### config.mk
export PLATFORM = sky130hd
export DESIGN_NAME = adder_sum_accumulator
export DESIGN_NICKNAME = d
export VERILOG_FILES = /design/src/rtl/adder_sum_accumulator_pkg.sv /design/src/rtl/adder_sum_accumulator_sat_add.sv /design/src/rtl/adder_sum_accumulator.sv
export SDC_FILE = /design/constraint.sdc
export NUM_CORES = 1
export LEC_CHECK = 0
export ABC_CLOCK_PERIOD_IN_PS = 5200
export CAP_MARGIN = 30
export CORE_UTILIZATION = 25
export CTS_BUF_LIST = sky130_fd_sc_hd__clkbuf_2
export CTS_CLUSTER_SIZE = 16
export DETAILED_ROUTE_END_ITERATION = 8
export PLACE_DENSITY = 0.42
export SLEW_MARGIN = 20
export SYNTH_ARGS = -nofsm -noshare
export SYNTH_HDL_FRONTEND = slang
export SYNTH_SLANG_ARGS = --single-unit
export TNS_END_PERCENT = 100
### constraint.sdc
create_clock -name clk -period 5.2 [get_ports clk]
set_clock_uncertainty 0.1 [all_clocks]
set_input_delay 1.04 -clock clk [delete_from_list [all_inputs] [get_ports clk]]
set_output_delay 1.04 -clock clk [all_outputs]
set_load 0.02 [all_outputs]
### src/rtl/adder_sum_accumulator_pkg.sv
// Shared definitions for the adder-sum accumulation slice.
// Holds the sum width, the default accumulator width and the FSM state encoding.
package adder_pkg;

   localparam int unsigned SUM_W     = 33;
   localparam int unsigned ACC_W_DEF = 40;

   typedef logic [0:0] state_t;

   localparam state_t ACCUM = 1'b0;
   localparam state_t DONE  = 1'b1;

endpackage

### src/rtl/adder_sum_accumulator_sat_add.sv
// Combinational signed two's-complement adder that clamps to the representable
// range of W bits and flags when a clamp happened.
module sat_add #(
   parameter int unsigned W = 40
) (
   input  logic [W-1:0] a,
   input  logic [W-1:0] b,
   output logic [W-1:0] y,
   output logic         ovf
);

   logic [W-1:0] raw;

   always_comb begin
      raw = a + b;
      // Overflow only when both operands share a sign that the raw result lost.
      ovf = (a[W-1] == b[W-1]) && (raw[W-1] != a[W-1]);
      if (ovf) begin
         y = a[W-1] ? {1'b1, {(W-1){1'b0}}} : {1'b0, {(W-1){1'b1}}};
      end else begin
         y = raw;
      end
   end

endmodule

### src/rtl/adder_sum_accumulator.sv
// Accumulates N_SAMPLES signed 33-bit sums into a saturating window total and
// presents the result through a valid/ready handshake.
module adder_sum_accumulator
   import adder_pkg::*;
#(
   parameter int unsigned N_SAMPLES = 8,
   parameter int unsigned ACC_W     = ACC_W_DEF
) (
   input  logic                    clk,
   input  logic                    rst_n,
   input  logic                    clear,
   input  logic                    in_valid,
   output logic                    in_ready,
   input  logic [SUM_W-1:0]        in_sum,
   output logic                    out_valid,
   input  logic                    out_ready,
   output logic [ACC_W-1:0]        out_total,
   output logic [7:0]              out_count,
   output logic                    out_sat
);

   state_t            state_q, state_d;
   logic [ACC_W-1:0]  acc_q, acc_d;
   logic [7:0]        cnt_q, cnt_d;
   logic              sat_q, sat_d;
   logic              rdy_en_q, rdy_en_d;

   logic [ACC_W-1:0]  ext_sum;
   logic [ACC_W-1:0]  acc_next;
   logic              acc_ovf;
   logic              accept;

   assign ext_sum = {{(ACC_W-SUM_W){in_sum[SUM_W-1]}}, in_sum};

   sat_add #(.W(ACC_W)) u_sat_add (
      .a   (acc_q),
      .b   (ext_sum),
      .y   (acc_next),
      .ovf (acc_ovf)
   );

   // rdy_en_q keeps in_ready low until the first edge after reset release.
   assign in_ready  = rdy_en_q && (state_q == ACCUM) && !clear;
   assign accept    = in_valid && in_ready;
   assign out_valid = (state_q == DONE);
   assign out_total = acc_q;
   assign out_count = cnt_q;
   assign out_sat   = sat_q;

   always_comb begin
      state_d  = state_q;
      acc_d    = acc_q;
      cnt_d    = cnt_q;
      sat_d    = sat_q;
      rdy_en_d = 1'b1;
      if (clear) begin
         state_d = ACCUM;
         acc_d   = '0;
         cnt_d   = '0;
         sat_d   = 1'b0;
      end else begin
         case (state_q)
            ACCUM: begin
               if (accept) begin
                  acc_d = acc_next;
                  cnt_d = cnt_q + 8'd1;
                  sat_d = sat_q | acc_ovf;
                  if (cnt_q == 8'(N_SAMPLES - 1)) begin
                     state_d = DONE;
                  end
               end
            end
            default: begin
               if (out_ready) begin
                  state_d = ACCUM;
                  acc_d   = '0;
                  cnt_d   = '0;
                  sat_d   = 1'b0;
               end
            end
         endcase
      end
   end

   always_ff @(posedge clk or negedge rst_n) begin
      if (!rst_n) begin
         state_q  <= ACCUM;
         acc_q    <= '0;
         cnt_q    <= '0;
         sat_q    <= 1'b0;
         rdy_en_q <= 1'b0;
      end else begin
         state_q  <= state_d;
         acc_q    <= acc_d;
         cnt_q    <= cnt_d;
         sat_q    <= sat_d;
         rdy_en_q <= rdy_en_d;
      end
   end

endmodule

==> results.txt <==
In this run, post-CTS repair resized a total of 0 instances. In the post-synthesis netlist, the cell with the most instances is sky130_fd_sc_hd__nand2_1. Overall power consumption after layout is estimated at 1.214 mW. The fraction of layout cells with a size suffix above 1 came out at 0.04785. In the synthesized netlist the dominant register cell turns out to be sky130_fd_sc_hd__dfrtp_1. In this run, CTS created clock tree buffers numbering 5. The power dissipated by switching net loads came out at 0.5037 mW. The share of flip-flops with an asynchronous set or reset is 1.000.

The count of flip-flops with a built-in enable after synthesis is 0. The initial antenna violation count is 0. The path with the worst hold slack has its endpoint at out_total[29]. The floorplan step defined a die boundary enclosing 0.01804 mm^2.

The via count of the first global-routing pass is 4168. The first TritonRoute pass finished after 4 iterations. Data on the critical path is required at its endpoint by 5.58 ns.

The total global-route track usage came out at 0.1515. The post-synthesis instance total is 526. The total of hold buffers inserted after clock tree synthesis came out at 0. The core box area came out at 0.01718 mm^2. The clock passes through at most 2 buffers. The worst setup path is captured at a flop. The share of total power dissipated in sequential elements is 0.380. The post-layout minimum cycle time came out at 3.993 ns.

Setup repair after global routing left no endpoint under its margin. After synthesis, the cell types taking the most area are sky130_fd_sc_hd__dfrtp_1, sky130_fd_sc_hd__ha_1, sky130_fd_sc_hd__nand2_1. On the critical path the largest part of the delay comes from compound AO/OA/AOI/OAI gates.

The flow ran to the end, and the final reports show no timing, DRC or antenna violations. The worst register-to-register path begins at out_total[0]. The hold violation total from the final report is 0. In this run, the number of DRC markers left after iteration 0 of detailed routing was 269.

TritonCTS built the clock tree. After clock tree synthesis, the clock-pin slew on the worst setup and hold paths is 0.29 ns. After detailed placement, the design holds a cell count of 823. For this run, the top clock speed supported by timing is 250.4 MHz. The post-synthesis sequential area ratio is 0.2915. The post-DP HPWL came out at 10100 um. The number of warnings reported in the yosys synthesis log is 0. The count of buffers added on input and output ports is 88. The largest net degree at the start of global routing came out at 52. The total via count after detailed routing is 4175. The number of antenna diodes came out at 0. The final number of setup-violating endpoints came out at 0.

The worst hold path belongs to the class flop to flop. Averaged over all synthesized cells, the footprint is 8.323 um^2. The number of nets in the synthesized netlist is 605.

In this run the tightest slew margin relative to its limit is 0.5291. The maximum single-stage delay on the critical path is 0.52 ns. The mean routed wirelength per cell is 15.87 um. The analysis attributes to cell leakage a power of 2.454 nW. The later-pin clock latency in the skew report came out at 0.53 ns. The internal power of the cells came out at 0.7098 mW.

The setup slack after placement came out at 0.6202 ns. Post-CTS timing repair inserted 0 buffers for setup. The ratio of final minimum period to clock period came out at 0.7679.

The final weighted congestion in routability-driven placement came out at 0.8425. The maximum vdd ir drop came out at 0.00009043 V. The count of buffer and inverter cells on the critical path came out at 2.

In this run the most critical hold path is launched from out_total[29]. The H-tree generated during clock tree synthesis spans 2 levels. The initial core utilization is 0.2549. STA classifies the critical path startpoint as a primary input. The fraction of post-synthesis cell area in the top cell type by area is 0.2915.

The signal arrival time at the worst endpoint is 4.37 ns. The reported max-cap violation count is 0. The cell accounting for the most synthesized area is sky130_fd_sc_hd__dfrtp_1. For this design, the slowest cell found on the critical path is sky130_fd_sc_hd__o41ai_4. The number of design rule violations left after detail routing came out at 0. The number of max-slew violations in the final report is 0. The total length of routed wires is 13190 um. The worst register-to-register path has a setup slack of 1.73 ns. The total power per unit cell area is 220.3 mW/mm^2. The minimum setup slack in the final design is 1.207 ns.

For this run, the post-layout net count is 685. Fill cells in the final layout number 1894. The commonest cells after synthesis are sky130_fd_sc_hd__nand2_1, sky130_fd_sc_hd__dfrtp_1, sky130_fd_sc_hd__ha_1, sky130_fd_sc_hd__o21ai_0, sky130_fd_sc_hd__a21oi_1. The switching power share of the total is 0.4151. Once layout is complete, the cells apart from fillers number 831. From bottom edge to top edge, the die measures 134.3 um. The first-pass GRT wire length came out at 21530 um. From left edge to right edge, the die measures 134.3 um. Setup total negative slack on the finished layout was measured at 0 ns. The number of sinks on the clock net came out at 51. In this run the remaining antenna-violating nets after routing total 0. From synthesis to final layout, the design area changed by 25.84%. The count of cells along the worst hold path is 2.

The cell sitting at the root of the clock tree is a sky130_fd_sc_hd__clkbuf_2. The length in cells of the worst reg-to-reg path is 13. The clock power share is 0.146. The worst setup path is of the primary input to flop kind. The worst-path maximum fanout came out at 4. The signal on the critical path passes through clkdlybuf4s50_1, ha_1, inv_1, fa_1, and2b_1, o31ai_1, a31oi_2, nor2_1, o41ai_4, a21oi_2, o221ai_1, o221ai_1, nor3b_1, o31ai_1. The number of library cell types mapped by synthesis came out at 61.

The slew at the pin with the worst max-slew slack came out at 0.7063 ns. The total standard cell area after synthesis came out at 0.004378 mm^2. The total number of placement rows is 48. The share of total power dissipated in combinational logic is 0.474. The average vias per placed instance is 5.024. The endpoint identified for the worst register-to-register timing path is out_total[36]. The number of flip-flops and latches in the synthesized netlist is 51.

The remaining global-route overflow came out at 0. The number of ports placed on the die boundary came out at 89.
[state kept, by name, summed over array words and instances, names as in the netlist]
register   count
out_count      8
out_sat        1
out_total     40
out_valid      1
rdy_en_q       1
[kinds of logic (layout without fill, tap and decap cells)]
| group | after synthesis | count (layout) | share of synthesized area |
|---|---|---|---|
| xor gates and xnor gates | 39 | 39 | 0.07802 |
| and+or+nand+nor | 182 | 182 | 0.1909 |
| adders and majority gates | 41 | 41 | 0.1189 |
| other | 1 | 1 | 0.0008566 |
| DFF | 51 | 51 | 0.2915 |
| buffers and inverters | 30 | 110 | 0.03144 |
| AOI/OAI and AO/OA | 182 | 182 | 0.2884 |
[through the flow]
step | hold slack [ns] | utilization | instance area [um^2]
final | 0.4349 | 0.3207 | 5509
after global routing | 0.4732 | 0.3207 | 5509
after CTS | 0.4447 | 0.3201 | 5498
after detailed placement | 0.3816 | 0.3181 | 5464
after global placement | 0.3793 | 0.3181 | 5464
after floorplan | 0.4942 | - | 4378
[final cells by class]
type / count / area, um^2 / share of cell area
multi-input cells: 445 / 2967 / 0.5385
well taps: 225 / 281.5 / 0.05110
flip-flops and latches: 51 / 1276 / 0.2317
repair buffers: 92 / 909.6 / 0.1651
clock inverters: 2 / 8.758 / 0.001590
clock buffers: 5 / 25.02 / 0.004542
inverters: 11 / 41.29 / 0.007495
[power by group through the flow]
| stage | logic [mW] | registers [mW] | clock network (mW) |
|---|---|---|---|
| 2_1_floorplan | 0.347 | 0.500 | 0 |
| 3_3_place_gp | 0.579 | 0.469 | 0 |
| 3_5_place_dp | 0.575 | 0.469 | 0 |
| 4_1_cts | 0.579 | 0.463 | 0.191 |
| 5_1_grt | 0.634 | 0.468 | 0.203 |
| 6_report | 0.575 | 0.461 | 0.177 |
[cells in the final DEF, fill, tap and decap left out, types with 4 or more instances in the layout]
master                            instances
sky130_fd_sc_hd__nand2_1                 90
sky130_fd_sc_hd__clkdlybuf4s50_1         87
sky130_fd_sc_hd__dfrtp_1                 51
sky130_fd_sc_hd__ha_1                    40
sky130_fd_sc_hd__o21ai_0                 36
sky130_fd_sc_hd__a21oi_1                 35
sky130_fd_sc_hd__nor2_1                  29
sky130_fd_sc_hd__o211ai_1                28
sky130_fd_sc_hd__xnor2_1                 20
sky130_fd_sc_hd__xor2_1                  19
sky130_fd_sc_hd__a21o_1                  16
sky130_fd_sc_hd__nand3_1                 14
sky130_fd_sc_hd__inv_1                   11
sky130_fd_sc_hd__and3_1                  11
sky130_fd_sc_hd__o21ai_1                 11
sky130_fd_sc_hd__nor3_1                   6
sky130_fd_sc_hd__nand4_1                  6
sky130_fd_sc_hd__a211oi_1                 6
sky130_fd_sc_hd__a21boi_0                 6
sky130_fd_sc_hd__a31oi_1                  6
sky130_fd_sc_hd__o31ai_1                  5
sky130_fd_sc_hd__nor2b_1                  5
sky130_fd_sc_hd__clkbuf_2                 5
sky130_fd_sc_hd__o21a_1                   4
sky130_fd_sc_hd__nand2b_1                 4
[routing by layer]
metal  GRT usage  routed length (um)  vias up
li1            -                   -     2082
met1      0.2036                6244     1987
met2      0.2473                6171       98
met3     0.02797                 643        8
met4     0.04245                 132        0
met5           0                   0        -
[worst reg2reg max path, delay by kind of cell (launching register included)]
kind,cells,cell delay (ns)
and+or+nand+nor,3,0.55
adders and majority gates,2,0.60
buffers and inverters,1,0.06
AOI/OAI and AO/OA,7,1.68
DFF,1,0.45
[worst max path at each step]
| stage | depth (start not counted) | endpoint | slack, ns | startpoint |
|---|---|---|---|---|
| 6_report | 14 | out_total[36] | 1.21 | in_sum[0] |
| 5_1_grt | 14 | out_total[36] | 1.00 | in_sum[0] |
| 4_1_cts | 14 | out_total[36] | 1.26 | in_sum[0] |
| 3_5_place_dp | 14 | out_total[36] | 0.62 | in_sum[0] |
| 3_3_place_gp | 14 | out_total[36] | 0.70 | in_sum[0] |
| 2_1_floorplan | 13 | out_total[36] | 1.59 | in_sum[0] |
Note: power is estimated with default switching activity, not from simulation.
